### src/rtl/gesture_frame_classifier_pkg.sv
// Shared definitions for the gesture frame classifier family: result codes,
// FSM state encoding and the default band table.
package gesture_frame_classifier_pkg;

  localparam int DATA_W_DEF    = 20;
  localparam int RES_W_DEF     = 8;
  localparam int NUM_BANDS_DEF = 3;
  localparam int DEBOUNCE_DEF  = 4;

  // Band table, band 0 in the least significant slice. Bounds are inclusive.
  // band0: 301..max -> code 1, band1: 221..279 -> code 2, band2: 0..199 -> code 3
  localparam logic [NUM_BANDS_DEF*DATA_W_DEF-1:0] BAND_LO_DEF =
    {20'd0, 20'd221, 20'd301};
  localparam logic [NUM_BANDS_DEF*DATA_W_DEF-1:0] BAND_HI_DEF =
    {20'd199, 20'd279, 20'hFFFFF};

  // Command codes handed to the motor driver; 0 means stop / no gesture.
  typedef enum logic [RES_W_DEF-1:0] {
    GEST_NONE = 8'd0,
    GEST_FWD  = 8'd1,
    GEST_BACK = 8'd2,
    GEST_LEFT = 8'd3
  } gest_e;

  // Frame-tracking FSM states.
  typedef enum logic [1:0] {
    ST_SYNC  = 2'd0,
    ST_ACCUM = 2'd1,
    ST_CLASS = 2'd2
  } state_e;

endpackage

### src/rtl/gesture_frame_classifier_if.sv
// Measurement-stage bus into the classifier and the classified outputs back.
// master = producer of fingertip samples, slave = classifier.
interface gesture_frame_classifier_if
  import gesture_frame_classifier_pkg::*;
#(
  parameter int DATA_W = DATA_W_DEF,
  parameter int RES_W  = RES_W_DEF
);

  logic              en;
  logic              VS;
  logic [DATA_W-1:0] fingertip_data;
  logic [RES_W-1:0]  raw_cls;
  logic              raw_vld;
  logic [RES_W-1:0]  result;
  logic              result_vld;

  modport master (
    output en, VS, fingertip_data,
    input  raw_cls, raw_vld, result, result_vld
  );

  modport slave (
    input  en, VS, fingertip_data,
    output raw_cls, raw_vld, result, result_vld
  );

endinterface

### src/rtl/gesture_frame_classifier_band_lut.sv
// Combinational band lookup: maps a frame peak onto a class code.
// Lowest matching band index wins; no match or an empty frame gives 0.
module gesture_frame_classifier_band_lut
  import gesture_frame_classifier_pkg::*;
#(
  parameter int DATA_W    = DATA_W_DEF,
  parameter int RES_W     = RES_W_DEF,
  parameter int NUM_BANDS = NUM_BANDS_DEF,
  parameter logic [NUM_BANDS*DATA_W-1:0] BAND_LO = BAND_LO_DEF,
  parameter logic [NUM_BANDS*DATA_W-1:0] BAND_HI = BAND_HI_DEF
) (
  input  logic [DATA_W-1:0] peak,
  input  logic              have_sample,
  output logic [RES_W-1:0]  cls
);

  // Walk bands from highest to lowest index so the lowest match is the last write.
  always_comb begin
    cls = {RES_W{1'b0}};
    for (int i = NUM_BANDS - 32'sd1; i >= 32'sd0; i--) begin
      if (have_sample &&
          (peak >= BAND_LO[i*DATA_W +: DATA_W]) &&
          (peak <= BAND_HI[i*DATA_W +: DATA_W])) begin
        cls = RES_W'(i + 32'sd1);
      end else begin
        cls = cls;
      end
    end
  end

endmodule

### src/rtl/gesture_frame_classifier.sv
// Frame-based gesture classifier: tracks the peak fingertip metric per VS
// frame, classifies it into a band and commits a command code only after
// DEBOUNCE consecutive frames agree.
module gesture_frame_classifier
  import gesture_frame_classifier_pkg::*;
#(
  parameter int DATA_W    = DATA_W_DEF,
  parameter int RES_W     = RES_W_DEF,
  parameter int NUM_BANDS = NUM_BANDS_DEF,
  parameter logic [NUM_BANDS*DATA_W-1:0] BAND_LO = BAND_LO_DEF,
  parameter logic [NUM_BANDS*DATA_W-1:0] BAND_HI = BAND_HI_DEF,
  parameter int DEBOUNCE  = DEBOUNCE_DEF
) (
  input logic clk,
  input logic rst,
  gesture_frame_classifier_if.slave bus
);

  localparam int RUN_W = $clog2(DEBOUNCE + 1);
  localparam logic [RUN_W-1:0] RUN_MAX = RUN_W'(DEBOUNCE);
  localparam logic [RUN_W-1:0] RUN_ONE = RUN_W'(32'd1);

  state_e            state_q, state_d;
  logic              vs_q, vs_d;
  logic              vs_edge_s;
  logic [DATA_W-1:0] peak_q, peak_d;
  logic              have_q, have_d;
  logic [RES_W-1:0]  cls_s;
  logic [RES_W-1:0]  raw_cls_q, raw_cls_d;
  logic              raw_vld_q, raw_vld_d;
  logic [RES_W-1:0]  cand_q, cand_d;
  logic [RUN_W-1:0]  run_q, run_d;
  logic [RES_W-1:0]  result_q, result_d;
  logic              result_vld_q, result_vld_d;

  // vs_q is VS delayed one cycle; it keeps tracking VS through reset so a VS
  // held high across reset release is not mistaken for a new frame edge.
  assign vs_d      = bus.VS;
  assign vs_edge_s = bus.VS & ~vs_q;

  gesture_frame_classifier_band_lut #(
    .DATA_W   (DATA_W),
    .RES_W    (RES_W),
    .NUM_BANDS(NUM_BANDS),
    .BAND_LO  (BAND_LO),
    .BAND_HI  (BAND_HI)
  ) u_band_lut (
    .peak       (peak_q),
    .have_sample(have_q),
    .cls        (cls_s)
  );

  // Frame FSM: sync to the first edge, accumulate the peak, classify on edges.
  always_comb begin
    state_d   = state_q;
    peak_d    = peak_q;
    have_d    = have_q;
    raw_cls_d = raw_cls_q;
    raw_vld_d = 1'b0;
    case (state_q)
      ST_SYNC: begin
        // Samples before the first edge belong to no complete frame.
        if (vs_edge_s) begin
          state_d = ST_ACCUM;
        end else begin
          state_d = ST_SYNC;
        end
      end
      ST_ACCUM: begin
        // A sample in the edge cycle still belongs to the frame that ends.
        if (bus.en && (bus.fingertip_data > peak_q)) begin
          peak_d = bus.fingertip_data;
        end else begin
          peak_d = peak_q;
        end
        if (bus.en) begin
          have_d = 1'b1;
        end else begin
          have_d = have_q;
        end
        if (vs_edge_s) begin
          state_d = ST_CLASS;
        end else begin
          state_d = ST_ACCUM;
        end
      end
      ST_CLASS: begin
        raw_cls_d = cls_s;
        raw_vld_d = 1'b1;
        // The classify cycle is already the first cycle of the next frame.
        if (bus.en) begin
          peak_d = bus.fingertip_data;
          have_d = 1'b1;
        end else begin
          peak_d = {DATA_W{1'b0}};
          have_d = 1'b0;
        end
        if (vs_edge_s) begin
          state_d = ST_CLASS;
        end else begin
          state_d = ST_ACCUM;
        end
      end
      default: begin
        state_d = ST_SYNC;
        peak_d  = {DATA_W{1'b0}};
        have_d  = 1'b0;
      end
    endcase
  end

  // Debounce: count consecutive equal frame classes, commit on a full run.
  always_comb begin
    cand_d       = cand_q;
    run_d        = run_q;
    result_d     = result_q;
    result_vld_d = 1'b0;
    if (raw_vld_q) begin
      if (raw_cls_q == cand_q) begin
        if (run_q == RUN_MAX) begin
          run_d = run_q;
        end else begin
          run_d = run_q + RUN_ONE;
        end
      end else begin
        cand_d = raw_cls_q;
        run_d  = RUN_ONE;
      end
      // Only a change of committed value produces a pulse.
      if ((run_d == RUN_MAX) && (cand_d != result_q)) begin
        result_d     = cand_d;
        result_vld_d = 1'b1;
      end else begin
        result_d = result_q;
      end
    end else begin
      cand_d = cand_q;
    end
  end

  // State and output registers with synchronous reset.
  always_ff @(posedge clk) begin
    vs_q <= vs_d;
    if (rst) begin
      state_q      <= ST_SYNC;
      peak_q       <= {DATA_W{1'b0}};
      have_q       <= 1'b0;
      raw_cls_q    <= {RES_W{1'b0}};
      raw_vld_q    <= 1'b0;
      cand_q       <= {RES_W{1'b0}};
      run_q        <= {RUN_W{1'b0}};
      result_q     <= {RES_W{1'b0}};
      result_vld_q <= 1'b0;
    end else begin
      state_q      <= state_d;
      peak_q       <= peak_d;
      have_q       <= have_d;
      raw_cls_q    <= raw_cls_d;
      raw_vld_q    <= raw_vld_d;
      cand_q       <= cand_d;
      run_q        <= run_d;
      result_q     <= result_d;
      result_vld_q <= result_vld_d;
    end
  end

  assign bus.raw_cls    = raw_cls_q;
  assign bus.raw_vld    = raw_vld_q;
  assign bus.result     = result_q;
  assign bus.result_vld = result_vld_q;

endmodule

### src/flat_wrapper.sv
// flat-port wrapper written by rule: the top's interface ports become plain ports
module gesture_frame_classifier_flat import gesture_frame_classifier_pkg::*;
#(
  parameter int DATA_W    = DATA_W_DEF,
  parameter int RES_W     = RES_W_DEF,
  parameter int NUM_BANDS = NUM_BANDS_DEF,
  parameter logic [NUM_BANDS*DATA_W-1:0] BAND_LO = BAND_LO_DEF,
  parameter logic [NUM_BANDS*DATA_W-1:0] BAND_HI = BAND_HI_DEF,
  parameter int DEBOUNCE  = DEBOUNCE_DEF
)
  (clk, rst, bus_en, bus_VS, bus_fingertip_data, bus_raw_cls, bus_raw_vld, bus_result, bus_result_vld);
  gesture_frame_classifier_if #(.DATA_W(DATA_W), .RES_W(RES_W)) bus_i ();
  input logic clk;
  input logic rst;
  input wire logic [$bits(bus_i.en)-1:0] bus_en;
  input wire logic [$bits(bus_i.VS)-1:0] bus_VS;
  input wire logic [$bits(bus_i.fingertip_data)-1:0] bus_fingertip_data;
  output wire logic [$bits(bus_i.raw_cls)-1:0] bus_raw_cls;
  output wire logic [$bits(bus_i.raw_vld)-1:0] bus_raw_vld;
  output wire logic [$bits(bus_i.result)-1:0] bus_result;
  output wire logic [$bits(bus_i.result_vld)-1:0] bus_result_vld;
  assign bus_i.en = bus_en;
  assign bus_i.VS = bus_VS;
  assign bus_i.fingertip_data = bus_fingertip_data;
  assign bus_raw_cls = bus_i.raw_cls;
  assign bus_raw_vld = bus_i.raw_vld;
  assign bus_result = bus_i.result;
  assign bus_result_vld = bus_i.result_vld;
  gesture_frame_classifier #(.DATA_W(DATA_W), .RES_W(RES_W), .NUM_BANDS(NUM_BANDS), .BAND_LO(BAND_LO), .BAND_HI(BAND_HI), .DEBOUNCE(DEBOUNCE)) u_core (.clk(clk), .rst(rst), .bus(bus_i));
endmodule
### config.mk
export PLATFORM = sky130hd
export DESIGN_NAME = gesture_frame_classifier_flat
export DESIGN_NICKNAME = d
export VERILOG_FILES = /design/src/rtl/gesture_frame_classifier_pkg.sv /design/src/rtl/gesture_frame_classifier_if.sv /design/src/rtl/gesture_frame_classifier_band_lut.sv /design/src/rtl/gesture_frame_classifier.sv /design/src/flat_wrapper.sv
export SDC_FILE = /design/constraint.sdc
export NUM_CORES = 1
export LEC_CHECK = 0
export ABC_AREA = 0
export CORE_AREA = 2 2 80 82
export DETAILED_ROUTE_END_ITERATION = 12
export DIE_AREA = 0 0 82 84
export HOLD_SLACK_MARGIN = 0.12
export PLACE_DENSITY_LB_ADDON = 0.2
export SETUP_SLACK_MARGIN = 0.5
export SLEW_MARGIN = 15
export SYNTH_ARGS = -nofsm -noshare
export SYNTH_HDL_FRONTEND = slang
export SYNTH_SLANG_ARGS = --single-unit
export TNS_END_PERCENT = 50
### constraint.sdc
create_clock -name clk -period 2.5 [get_ports clk]
set_clock_uncertainty 0.15 [all_clocks]
set_input_delay 0.5 -clock clk [delete_from_list [all_inputs] [get_ports clk]]
set_output_delay 0.5 -clock clk [all_outputs]
set_load 0.005 [all_outputs]
# == Word level (Yosys, flattened, before mapping) ==
# Cells that the tools add are included.
# totals
reg_bits,53
word_cells,63
n_memories,0
output_inout_bits,18
ramBits,0
romBits,0
latch_bits,0
# classes
n_reduce_logical,14
n_shift,0
addsub,1
mux,19
order_cmp,7
div_mod_pow,0
n_eq_ne,8
bitwise,4
multipliers,0
# op_table
op,count
case mux 20 bit (3 select lines),1
2-to-1 mux 20 bit,2
2-to-1 mux 8 bit,4
>= comparator 20 x 1 -> 1 bit (second input constant),1
>= comparator 20 x 8 -> 1 bit (second input constant),1
>= comparator 20 x 9 -> 1 bit (second input constant),1
> comparator 20 bit,1
less-or-equal comparator 20 bit (second input constant),1
less-or-equal comparator 20 x 8 -> 1 bit (second input constant),1
less-or-equal comparator 20 x 9 -> 1 bit (second input constant),1
2-to-1 mux 3 bit,3
equality test 8 bit,1
logical AND 1 bit,8
!= test 8 bit,1
equality test 3 bit (second input constant),2
AND reduction 2 bit,3
2-to-1 mux 1 bit,5
2-to-1 mux 2 bit,2
case mux 2 bit (2 select lines),1
OR reduction 2 bit,2
adder 3 x 1 -> 3 bit (second input constant),1
inverter 1 bit,3
case mux 1 bit (3 select lines),1
equality test 2 x 1 -> 1 bit (second input constant),1
5 further kinds,5

# == Depth between registers and ports, before layout ==
# Gate-level depths: netlist of the first run.
# logic_depth
depth_word,7
depth_mapped,9
ltp_nobuf,8

# == Hierarchy ==
# Synthesis of the first run repeated with hierarchy kept, for this count alone.
# unflattened
cells_unflattened,297
area_unflattened_um2,2801.4
# modules_own_cells
mod,cells_per_inst,area_per_inst_um2,n_inst,seq_area_each_um2
gesture_frame_classifier,273,2633.8,1,1061.0
gesture_frame_classifier_band_lut,24,167.7,1,0.0

# == Least setup slack after synthesis of the first run ==
# No wires, ideal clock.
# synth_timing
path_type,input -> register
from,input port bus_fingertip_data[18]
to,register u_core.peak_q[0]
path_slack_ns,0.239
path_stages,8
t_arrival_ns,2.052
path_cell_list,ha_1 nand4_1 nor4_1 o21ai_1 nand3_1 and3_1 clkbuf_1 a22o_1
# synth_via
elab_chain_cells,4
# synth_rtl
element,line_no,source
start: declaration,flat_wrapper.sv:17,input wire logic [$bits(bus_i.fingertip_data)-1:0] bus_fingertip_data;
> comparator 20 bit,gesture_frame_classifier.sv:71,if (bus.en && (bus.fingertip_data > peak_q)) begin
logical AND 1 bit,gesture_frame_classifier.sv:71,
!= test 2 x 1 -> 1 bit (no line),--,
AND reduction 2 bit (no line),--,
end signal: assignment,gesture_frame_classifier.sv:146,peak_q <= {DATA_W{1'b0}};
end signal: assignment,gesture_frame_classifier.sv:156,peak_q <= peak_d;
end: declaration,gesture_frame_classifier.sv:26,"logic [DATA_W-1:0] peak_q, peak_d;"
# No other way between the ends.
# A chain may end at the register's enable or synchronous reset.

# == Final worst setup path of the first run ==
# layout_timing
from,register u_core.peak_q[18]
to,register u_core.peak_q[10]
# layout_via
elab_chain_cells,4
# layout_rtl
element,line_no
> comparator 20 bit,gesture_frame_classifier.sv:71
logical AND 1 bit,gesture_frame_classifier.sv:71
!= test 2 x 1 -> 1 bit (no line),--
AND reduction 2 bit (no line),--
# No other way between the ends.

==> results.txt, run 1 <==
----------------------------------------------------
[Drt]
  Number of nets with antenna violations after routing ... 0
  Post-detailed-routing wire length ... 5772 um
  Via density per instance ... 5.095
  Count of vias placed by the detailed router ... 2,043
  First-pass iteration count of the detailed router ... 4
  DRC violations left ... 0
  Detailed router's first-iteration violation count ... 61
  Detailed-route wire length per cell ... 14.39 um

[Worst setup path]
  Library cell contributing the largest single delay on the critical path ... dfxtp_2
  Setup slack of the most critical reg-to-reg path ... 230 ps
  Critical Path RT ... 2550 ps
  Crit Path Category ... reg2reg
  Data arrival time of the critical path ... 2320 ps
  Worst setup SP type ... flop
  Largest driver fanout on the critical path ... 8
  Capturing element type of the critical path ... flop
  List of cells traversed by the critical path ... inv_2, ha_4, nand4_1, buf_4, buf_6, nor2_4, a2bb2oi_4, nand3_4, a21oi_4, buf_12, a22o_1
  Biggest cell delay along the critical path ... 360 ps

[Global route]
  Wire length of the first global-routing pass ... 9798 um
  Initial antenna violation count ... 0
  Largest net degree at the start of global routing ... 16
  Aggregate global-route resource usage ... 0.1847
  Final global-route overflow total ... 0
  Vias in the first global route ... 2,114

[Timing]
  Fmax ... 440.6 MHz
  Final setup slack of the worst path ... 230.6 ps
  Worst slew slack as a fraction of its limit ... 0.5022
  Transition time of the tightest slew-check pin ... 745.1 ps
  Final setup violating endpoints ... 0
  Final hold vios ... 0
  Final Slew Violations ... 0
  Worst Hold Slack ... 296.1 ps
  Final period demand of the worst path ... 2269 ps
  Period utilisation layout ... 0.9078
  Setup repair after global routing missed its margin ... yes

[Floorplan]
  Die Span X ... 82 um
  Total core area ... 6096 um^2
  Die Y-Extent ... 84 um
  Row cnt ... 29
  Die area ... 6888 um^2
  I/O pin count ... 42
  Starting density of the core ... 0.3814

[Final layout]
  Synth-to-layout area growth ... 46.66%
  Number of antenna cells inserted ... 0
  Footprint of the multi-input gates ... 1515 um^2
  Fraction of final layout cells with drive strength greater than 1 ... 0.3025
  Final non-filler cell total ... 401
  Utilization after layout ... 0.5593
  Storage element area ... 954.7 um^2
  Number of fillers in the final layout ... 545
  Final net count ... 372

[Clocking]
  Deepest clock path buffer count ... 2
  Number of hold buffers added after CTS ... 0
  Clock sinks ... 47
  Num CTS Buffers ... 5
  Clk root buf ... clkbuf_8
  H-Tree Depth ... 2
  Clock tree from TritonCTS ... built
  Clock insertion delay at the later pin of the skew report ... 300 ps
  Clock-pin slew of the registers on the worst-case setup and hold paths ... 90 ps

[Placed design]
  Setup Slack @ Placement ... -719.2 ps
  HPWL after detailed placement ... 3635 um
  Number of placed cells counting well taps ... 369
  Last weighted congestion value of the routability-driven placer ... 0.8344
  Port Buffer Count ... 35

[Synthesis]
  Number of distinct library cells after synthesis ... 42
  Post-synthesis instance area ... 2325 um^2
  EDFF count, synth ... 0
  Post-synthesis average cell area ... 9.336 um^2
  Synth Instances ... 249
  Seq/Total Area, Yosys ... 0.4047
  Fraction of synthesized cell area taken by the top area cell type ... 0.4047
  Yosys synthesis warning count ... 0
  Post-synthesis cell type with the largest combined area ... dfxtp_1
  Leading cell type by number of instances after synthesis ... dfxtp_1
  FF+latch count, synth ... 47
  Top area cells in the synthesized netlist ... dfxtp_1 (40%), ha_1 (13%), a22o_1 (7.9%), inv_1 (4.7%), nor2_1 (3.4%)
  Share of synthesized registers carrying an async set or reset ... 0
  Leading cell types by count after synthesis ... dfxtp_1 (47), inv_1 (29), ha_1 (25), a22o_1 (21), nor2_1 (21)
  Predominant post-synthesis flop cell ... dfxtp_1

[Power and ir drop]
  Overall Power ... 0.001627 W
  Int Power ... 0.001254 W
  Net Switching ... 0.0003736 W
  Worst VDD drop ... 0.3026 mV
  Clk pwr share ... 0.410
  Leakage power ... 1.340 nW
  Logic gate share of total power ... 0.126
  Relative contribution of sequential cells to total power ... 0.464
  Share of total power consumed by net switching ... 0.2296
  Power Dens Cells ... 477.2 nW/um^2

[Outcome]
  Run status ... completed

[Flow run]
  MaxCap Viol Count ... 0

[Worst hold path]
  Class of the tightest hold or removal check ... in2reg

----------------------------------------------------
==> power groups by stage <==
stage	clock [W]	sequential [W]	combinational (W)
final	0.000667	0.000756	0.000204
after global routing	0.000710	0.000756	0.000225
after CTS	0.000676	0.000756	0.000196
after detailed placement	0	0.000773	0.000156
after global placement	0	0.000773	0.000155
after floorplan	0	0.000773	0.0000932
==> worst paths after layout <==
check	from	end	cells past startpoint
worst max register to register	u_core.peak_q[18]	u_core.peak_q[10]	11
worst max-delay path	u_core.peak_q[18]	u_core.peak_q[10]	11
worst min register to register	u_core.cand_q[4]	u_core.cand_q[4]	1
worst min-delay path	bus_fingertip_data[14]	u_core.peak_q[14]	2
==> critical path: cells and delay by family, from the launching register on <==
kind / cells / cell delay, ps
fa+ha+maj: 1 / 270
flops: 1 / 360
compound gates: 3 / 360
buf+inv: 4 / 530
simple gates: 3 / 490
==> per-layer routing <==
| metal | vias up | wire length (um) | global-route usage |
|---|---|---|---|
| li1 | 1019 | - | - |
| met1 | 964 | 2605 | 0.2254 |
| met2 | 47 | 2744 | 0.2986 |
| met3 | 13 | 238 | 0.04870 |
| met4 | 0 | 183 | 0.08333 |
| met5 | - | 0 | 0 |
==> registers in the layout (all words and copies together) (netlist names) <==
| name | flops |
|---|---|
| u_core.bus.raw_cls | 2 |
| u_core.bus.raw_vld | 1 |
| u_core.bus.result | 8 |
| u_core.bus.result_vld | 1 |
| u_core.cand_q | 8 |
| u_core.have_q | 1 |
| u_core.peak_q | 20 |
| u_core.run_q | 3 |
| u_core.state_q | 2 |
| u_core.vs_q | 1 |
==> stage by stage <==
step / TNS, ps / cell area (um^2)
2_1_floorplan: 0 / 2499
3_3_place_gp: -12640 / 2943
3_5_place_dp: -14030 / 2943
4_1_cts: 0 / 3388
5_1_grt: 0 / 3410
6_report: 0 / 3410
==> kinds of logic after synthesis <==
family	synth area share
AND/OR/NAND/NOR	0.1701
AO/OA/AOI/OAI	0.1738
flip-flops	0.4047
buffers and inverters	0.07911
adder cells (fa/ha/maj)	0.1346
XOR/XNOR	0.01884
multiplexers	0.01722
other	0.001613
==> cells in the final DEF (no fill, tap or decap), drive strengths merged, types with 2 or more instances in the layout <==
cell           Yosys  layout
inv               29      29
nand4              5       5
a211oi             2       2
a21oi             15      16
dlygate4sd2        0       4
nor4               4       4
a21o               2       2
ha                25      25
xnor2              5       5
clkbuf             5       5
buf                7      42
clkdlybuf4s15      0       5
dfxtp             47      47
nor3               5       5
o21ai              5       5
bufinv             0       2
a22o              21      21
mux2i              4       4
and3               1       4
and2              12      12
nand2b             2       2
nor2b              3       3
nand3              4       4
o211ai             2       2
clkdlybuf4s50      0      19
conb               1       6
nor2              21      21
nand2              8       8
==> timing repair <==
| action | CTS | global route |
|---|---|---|
| buffers inserted | 18 | 2 |
| endpoints found under the setup margin | 26 | 28 |
| pin swaps | 22 | 9 |
| gates cloned | 4 | 0 |
| gates resized for setup | 81 | 2 |
==> final cells by class <==
| class | count | share of cell area |
|---|---|---|
| multi-input cells | 170 | 0.4444 |
| flip-flops and latches | 47 | 0.2800 |
| repair buffers | 70 | 0.1754 |
| inverters | 29 | 0.03193 |
| well taps | 77 | 0.02826 |
| clock buffers | 5 | 0.02018 |
| clock inverters | 3 | 0.01982 |
(Power assumes the default switching activity.)
==> run 2: changes to the inputs <==
--- a/config.mk
+++ b/config.mk
@@ -9,6 +9,7 @@
 export CORE_AREA = 2 2 80 82
 export DETAILED_ROUTE_END_ITERATION = 12
 export DIE_AREA = 0 0 82 84
+export GPL_ROUTABILITY_DRIVEN = 0
 export HOLD_SLACK_MARGIN = 0.12
 export PLACE_DENSITY_LB_ADDON = 0.2
 export SETUP_SLACK_MARGIN = 0.5
==> results of run 2 <==
Final layout, timing and power as in run 1 (identical DEF).
==> run 3: changes to the inputs <==
--- a/config.mk
+++ b/config.mk
@@ -7,6 +7,7 @@
 export LEC_CHECK = 0
 export ABC_AREA = 0
 export CORE_AREA = 2 2 80 82
+export CTS_CLUSTER_SIZE = 14
 export DETAILED_ROUTE_END_ITERATION = 12
 export DIE_AREA = 0 0 82 84
 export GPL_ROUTABILITY_DRIVEN = 0
==> results of run 3 <==
Final layout, timing and power as in run 1 (identical DEF).
